File: config.mk
export PLATFORM = sky130hd
export DESIGN_NAME = cache_line_fill_flat
export DESIGN_NICKNAME = d
export VERILOG_FILES = /design/src/rtl/cache_line_fill_pkg.sv /design/src/rtl/cache_line_fill_if.sv /design/src/rtl/cache_line_fill_timeout_ctr.sv /design/src/rtl/cache_line_fill.sv /design/src/flat_wrapper.sv
export SDC_FILE = /design/constraint.sdc
export NUM_CORES = 1
export LEC_CHECK = 0
export BUFFER_PORTS_ARGS = -buffer_cell sky130_fd_sc_hd__buf_2
export CAP_MARGIN = 25
export CELL_PAD_IN_SITES_DETAIL_PLACEMENT = 0
export CELL_PAD_IN_SITES_GLOBAL_PLACEMENT = 1
export CORE_MARGIN = 4
export CORE_UTILIZATION = 34
export CTS_CLUSTER_SIZE = 40
export DETAILED_ROUTE_END_ITERATION = 10
export GPL_TIMING_DRIVEN = 0
export PLACE_DENSITY = 0.72
export SLEW_MARGIN = 5
export SYNTH_ARGS = -nofsm -noshare
export SYNTH_HDL_FRONTEND = slang
export SYNTH_HIERARCHICAL = 1
export SYNTH_SLANG_ARGS = --single-unit
File: constraint.sdc
create_clock -name clock -period 4.07 [get_ports clock]
set_input_delay 0.407 -clock clock [delete_from_list [all_inputs] [get_ports clock]]
set_output_delay 0.407 -clock clock [all_outputs]
set_load 0.05 [all_outputs]
File: src/rtl/cache_line_fill_pkg.sv
// cache_pkg: shared line-fill types and constants.
// Provides fill_state_t, BLOCK_WORDS, WORD_W, LINE_W and line_t for the cache and refill engine.
package cache_pkg;
    typedef enum logic [1:0] {IDLE, ISSUE, WAIT, DONE} fill_state_t;
    localparam int BLOCK_WORDS = 4;
    localparam int WORD_W = 64;
    localparam int LINE_W = BLOCK_WORDS * WORD_W;
    typedef logic [LINE_W-1:0] line_t;
endpackage

File: src/rtl/cache_line_fill_if.sv
// cache_line_fill_if: cache request, memory read and line return signals of the refill engine.
// slave modport is the engine side; master modport is the cache/memory side.
interface cache_line_fill_if import cache_pkg::*; #(
    parameter int ADDR_W = 32,
    parameter int DATA_W = WORD_W
) ();
    logic                          req_valid;
    logic                          req_ready;
    logic [ADDR_W-1:0]             req_addr;
    logic                          mem_rd_en;
    logic [ADDR_W-1:0]             mem_addr;
    logic                          mem_rd_valid;
    logic [DATA_W-1:0]             mem_rd_data;
    logic                          line_valid;
    logic                          line_error;
    logic [ADDR_W-1:0]             line_addr;
    logic [DATA_W*BLOCK_WORDS-1:0] line_data;
    logic                          busy;
    modport slave (
        input  req_valid, req_addr, mem_rd_valid, mem_rd_data,
        output req_ready, mem_rd_en, mem_addr, line_valid, line_error, line_addr, line_data, busy
    );
    modport master (
        output req_valid, req_addr, mem_rd_valid, mem_rd_data,
        input  req_ready, mem_rd_en, mem_addr, line_valid, line_error, line_addr, line_data, busy
    );
endinterface

File: src/rtl/cache_line_fill_timeout_ctr.sv
// fill_timeout_ctr: counts WAIT cycles without a memory response.
// Ports: clock, reset (async active-low), clr (restart), en (count this cycle),
// expired (this enabled cycle is the TIMEOUT_CYCLES-th in a row).
module fill_timeout_ctr import cache_pkg::*; #(
    parameter int TIMEOUT_CYCLES = 64
) (
    input  logic clock,
    input  logic reset,
    input  logic clr,
    input  logic en,
    output logic expired
);
    localparam int W = $clog2(TIMEOUT_CYCLES + 1);
    logic [W-1:0] cnt;
    always_ff @(posedge clock or negedge reset) begin
        if (!reset) cnt <= '0;
        else if (clr) cnt <= '0;
        else if (en) cnt <= cnt + W'(1);
    end
    assign expired = en && (cnt == W'(TIMEOUT_CYCLES - 1));
endmodule

File: src/rtl/cache_line_fill.sv
// cache_line_fill: four-word line refill engine between cache miss path and main memory.
// Ports: clock, reset (async active-low), bus (cache_line_fill_if.slave: request handshake,
// single-word memory reads, line_valid/line_error/line_addr/line_data return, busy).
// Option: CACHE_FILL_CRITICAL_WORD_FIRST_EN starts reading at req_addr[1:0] and wraps.
module cache_line_fill import cache_pkg::*; #(
    parameter int ADDR_W = 32,
    parameter int DATA_W = WORD_W,
    parameter int TIMEOUT_CYCLES = 64
) (
    input logic             clock,
    input logic             reset,
    cache_line_fill_if.slave bus
);
    fill_state_t state;
    logic [1:0]  idx;
    logic [1:0]  cnt;
    logic [1:0]  start;
    logic        expired;
`ifdef CACHE_FILL_CRITICAL_WORD_FIRST_EN
    assign start = bus.req_addr[1:0];
`else
    assign start = 2'd0;
`endif
    // req_ready stays low while reset is asserted even though the state is already IDLE.
    assign bus.req_ready = reset && state == IDLE;
    assign bus.busy = state != IDLE;
    fill_timeout_ctr #(.TIMEOUT_CYCLES(TIMEOUT_CYCLES)) u_timeout (
        .clock(clock),
        .reset(reset),
        .clr(state == ISSUE),
        .en(state == WAIT && !bus.mem_rd_valid),
        .expired(expired)
    );
    // line_addr doubles as the aligned base for every read of the line.
    always_ff @(posedge clock or negedge reset) begin
        if (!reset) begin
            state          <= IDLE;
            idx            <= '0;
            cnt            <= '0;
            bus.mem_rd_en  <= 1'b0;
            bus.mem_addr   <= '0;
            bus.line_valid <= 1'b0;
            bus.line_error <= 1'b0;
            bus.line_addr  <= '0;
            bus.line_data  <= '0;
        end else begin
            case (state)
                IDLE: if (bus.req_valid) begin
                    bus.line_addr <= bus.req_addr & ~ADDR_W'(3);
                    bus.line_data <= '0;
                    bus.mem_addr  <= {bus.req_addr[ADDR_W-1:2], start};
                    bus.mem_rd_en <= 1'b1;
                    idx           <= start;
                    cnt           <= '0;
                    state         <= ISSUE;
                end
                ISSUE: begin
                    bus.mem_rd_en <= 1'b0;
                    state         <= WAIT;
                end
                WAIT: if (bus.mem_rd_valid) begin
                    bus.line_data[DATA_W*int'(idx) +: DATA_W] <= bus.mem_rd_data;
                    if (cnt == 2'd3) begin
                        bus.line_valid <= 1'b1;
                        bus.line_error <= 1'b0;
                        state          <= DONE;
                    end else begin
                        cnt           <= cnt + 2'd1;
                        idx           <= idx + 2'd1;
                        bus.mem_addr  <= {bus.line_addr[ADDR_W-1:2], idx + 2'd1};
                        bus.mem_rd_en <= 1'b1;
                        state         <= ISSUE;
                    end
                end else if (expired) begin
                    bus.line_valid <= 1'b1;
                    bus.line_error <= 1'b1;
                    state          <= DONE;
                end
                DONE: begin
                    bus.line_valid <= 1'b0;
                    bus.line_error <= 1'b0;
                    state          <= IDLE;
                end
                default: state <= IDLE;
            endcase
        end
    end
endmodule
File: src/flat_wrapper.sv
// flat-port wrapper written by rule: the top's interface ports become plain ports
module cache_line_fill_flat import cache_pkg::*;
#(
    parameter int ADDR_W = 32,
    parameter int DATA_W = WORD_W,
    parameter int TIMEOUT_CYCLES = 64
)
  (clock, reset, bus_req_valid, bus_req_addr, bus_mem_rd_valid, bus_mem_rd_data, bus_req_ready, bus_mem_rd_en, bus_mem_addr, bus_line_valid, bus_line_error, bus_line_addr, bus_line_data, bus_busy);
  cache_line_fill_if #(.ADDR_W(ADDR_W), .DATA_W(DATA_W)) bus_i ();
  input logic clock;
  input logic reset;
  input wire logic [$bits(bus_i.req_valid)-1:0] bus_req_valid;
  input wire logic [$bits(bus_i.req_addr)-1:0] bus_req_addr;
  input wire logic [$bits(bus_i.mem_rd_valid)-1:0] bus_mem_rd_valid;
  input wire logic [$bits(bus_i.mem_rd_data)-1:0] bus_mem_rd_data;
  output wire logic [$bits(bus_i.req_ready)-1:0] bus_req_ready;
  output wire logic [$bits(bus_i.mem_rd_en)-1:0] bus_mem_rd_en;
  output wire logic [$bits(bus_i.mem_addr)-1:0] bus_mem_addr;
  output wire logic [$bits(bus_i.line_valid)-1:0] bus_line_valid;
  output wire logic [$bits(bus_i.line_error)-1:0] bus_line_error;
  output wire logic [$bits(bus_i.line_addr)-1:0] bus_line_addr;
  output wire logic [$bits(bus_i.line_data)-1:0] bus_line_data;
  output wire logic [$bits(bus_i.busy)-1:0] bus_busy;
  assign bus_i.req_valid = bus_req_valid;
  assign bus_i.req_addr = bus_req_addr;
  assign bus_i.mem_rd_valid = bus_mem_rd_valid;
  assign bus_i.mem_rd_data = bus_mem_rd_data;
  assign bus_req_ready = bus_i.req_ready;
  assign bus_mem_rd_en = bus_i.mem_rd_en;
  assign bus_mem_addr = bus_i.mem_addr;
  assign bus_line_valid = bus_i.line_valid;
  assign bus_line_error = bus_i.line_error;
  assign bus_line_addr = bus_i.line_addr;
  assign bus_line_data = bus_i.line_data;
  assign bus_busy = bus_i.busy;
  cache_line_fill #(.ADDR_W(ADDR_W), .DATA_W(DATA_W), .TIMEOUT_CYCLES(TIMEOUT_CYCLES)) u_core (.clock(clock), .reset(reset), .bus(bus_i));
endmodule
==> summary.txt <==
Status: complete, no violations
GRT Util Overall: 20.3%
Slowest CP cell: dlygate4sd3_1
Global-route wire length before repair: 74.5 mm
Hold Crit Start: bus_req_addr[9]
Post-CTS setup buffer count: 0
Peak supply drop: 0.000584 V
Hold WS: 64.6 ps
Crit path max fanout: 107
Crit Reg-Reg Startpoint: u_core/bus.mem_addr[0]$_DFFE_PN0P_
Total congestion overflow: 0
Pre-antenna DRT Iters: 5
CTS H-tree depth: 2
Filler Cells Inserted: 4235
Clk root buf: clkbuf_16
Max_cap viols: 0
Layout cells sized above 1: 49.9%
# resized after CTS: 0
Vias per Instance: 5.11
# IOs: 425
Main flop type after synthesis: dfrtp_1
Setup crit start kind: input port
Core Area: 43200 um^2
Ys Warns: 6
Crit. End Element: primary output
TNS Setup: 0 ps
Worst Skew: 9.40 ps
Buffers & Inverters on Critical Path: 5
Drt total wl: 49.6 mm
Cell Area, Synth: 14900 um^2
DR vias: 11600
Final hold violation count: 0
Synthesized instance count: 1193
Largest net degree at the start of global routing: 108
CTS Buffer Depth: 3
DP Area: 17900 um^2
RSZ-0062 raised after global routing: false
Hpwl dp: 36.0 mm
Most frequent cells in the layout: buf_2, dfrtp_1, and3_1
DRC: 0
Cells along the critical path: dlygate4sd3_1 -> buf_8 -> buf_16 -> buf_16 -> and3_1 -> buf_2
Gpl congestion: 0.793
CP max stage delay: 570 ps
PwrDens: 672 nW/um^2
Number of global-route vias before repair: 11900
Final setup fails: 0
CTS Hold Bufs: 1
Final Cycle Share: 78.4%
# clock sinks: 332
Path type of the worst setup path: input port to primary output
Post-layout util: 44.3%
Number of flops mapped to enable cells by yosys: 0
Leakage power: 10.9 nW
Crit-path leading delay family: buffers and inverters
Row cnt: 76
Worst path most repeated cell: buf_16
Yosys reg bits: 332
Area grow syn2layout: 28.2%
Synth unique cells: 47
Tot Pwr: 12.8 mW
Final min period: 3190 ps
Slew headroom: 27.3%
Die X: 217 um
Most common cell after layout, fill and taps aside: buf_2
HP Class: input port to flop
Fin area: 19100 um^2
Die ar.: 47300 um^2
Antenna-violating nets left: 0
CTS Buf Count: 38
Clock Latency Late Sink: 540 ps
Top cell type's share of synthesized area: 55.7%
Initial DRC count: 706
Critical Path RT: 3660 ps
Fmax: 314 MHz
Starting density of the core: 34.5%
Initial antenna violation count: 3
Worst slew pin tran: 1090 ps
Post-synth ARST share: 100%
Syn avg cell area: 12.5 um^2
Leading area contributor after synthesis: dfrtp_1
Worst endpoint data arrival time: 2780 ps
Max Slew Vio Count: 0
TritonCTS clock tree: done
IO Port Bufs: 419
Wire per inst: 21.8 um
Total Nets Final: 1765
Synth top area cells: dfrtp_1, mux2_2, and3_1
Die Y-Extent: 217 um
Clock-pin slew on the worst setup and hold paths: 60 ps
Worst Setup SP: reset
Sequential element share of the synthesized area: 55.7%
==> through the flow <==
stage	std cells	setup slack, ps
after CTS	2270	828
after floorplan	1194	1730
after detailed placement	2202	1200
after global routing	2270	638
final	2272	880
after global placement	2198	-4090
==> tightest hold or removal path, cell delays in order <==
cell     delay, ps
buf_2           90
nand2_1         40
nand2_1         40
==> cell usage after synthesis (2+ instances only) <==
| master | number |
|---|---|
| dfrtp_1 | 332 |
| and3_1 | 193 |
| mux2_2 | 164 |
| a31o_2 | 109 |
| nand2_1 | 97 |
| nor3b_1 | 64 |
| clkbuf_1 | 40 |
| buf_2 | 31 |
| buf_6 | 31 |
| mux2_1 | 25 |
| a31o_1 | 19 |
| buf_4 | 14 |
| nor2_1 | 10 |
| a21oi_1 | 7 |
| ha_1 | 7 |
| inv_1 | 6 |
| o21ai_0 | 4 |
| mux2i_1 | 3 |
| nor2b_1 | 3 |
| xor2_1 | 3 |
| a41o_1 | 2 |
| nand4_1 | 2 |
| o22ai_1 | 2 |
| or3_1 | 2 |
==> state kept, by name (all words and copies together) (netlist names) <==
name,count
u_core/state,2
u_core/bus.line_data,256
u_core/bus.line_error,1
u_core/cnt,2
u_core/u_timeout/cnt,7
u_core/bus.mem_rd_en,1
u_core/bus.line_addr,30
u_core/bus.line_valid,1
u_core/bus.mem_addr,32
==> area by class of cell <==
type                       instances  area (um^2)  area share, %
clock inverter                     9         70.1          0.367
inverter                           7         26.3          0.137
buffer                           116          759           3.97
sequential                       332         8310           43.5
multi-input combinational        739         5820           30.5
tap                              585          732           3.83
antenna                            2         5.00         0.0262
timing repair buffer             424         2210           11.6
clock buffer                      58         1180           6.16
==> report_power, final <==
group          internal [mW]  leakage, nW  switching (mW)
Combinational           1.52         5.81            3.72
Sequential              3.85         4.50           0.351
Clock                   2.00        0.619            1.40
==> final timing paths <==
path	to	slack (ps)	cells after the start
worst max register to register	u_core/bus.line_data[103]$_DFFE_PN0P_	1200	7
min in group asynchronous	u_core/bus.line_data[105]$_DFFE_PN0P_	290	2
worst min-delay path	u_core/bus.line_addr[9]$_DFFE_PN0P_	60	3
worst max-delay path	bus_req_ready	880	6
worst min register to register	u_core/bus.line_data[88]$_DFFE_PN0P_	480	1
max in group asynchronous	u_core/bus.line_data[71]$_DFFE_PN0P_	2420	4
==> kinds of logic after synthesis <==
| logic type | count (synthesis) | share of synthesized area (%) |
|---|---|---|
| AO/OA/AOI/OAI | 148 | 8.35 |
| XOR/XNOR | 4 | 0.235 |
| adder cells (fa/ha/maj) | 7 | 0.587 |
| buffers and inverters | 123 | 5.27 |
| flip-flops | 332 | 55.7 |
| multiplexers | 192 | 14.5 |
| other | 1 | 0.0251 |
| AND/OR/NAND/NOR | 386 | 15.3 |
==> metal layers <==
| layer | track usage, % | routed length [um] | up-vias |
|---|---|---|---|
| met5 | 0 | 0 | - |
| met4 | 5.98 | 1220 | 0 |
| met3 | 5.32 | 3720 | 75 |
| met2 | 33.2 | 23400 | 408 |
| met1 | 26.7 | 21300 | 5899 |
| li1 | - | - | 5229 |
Note: power is estimated with default switching activity, not from simulation.
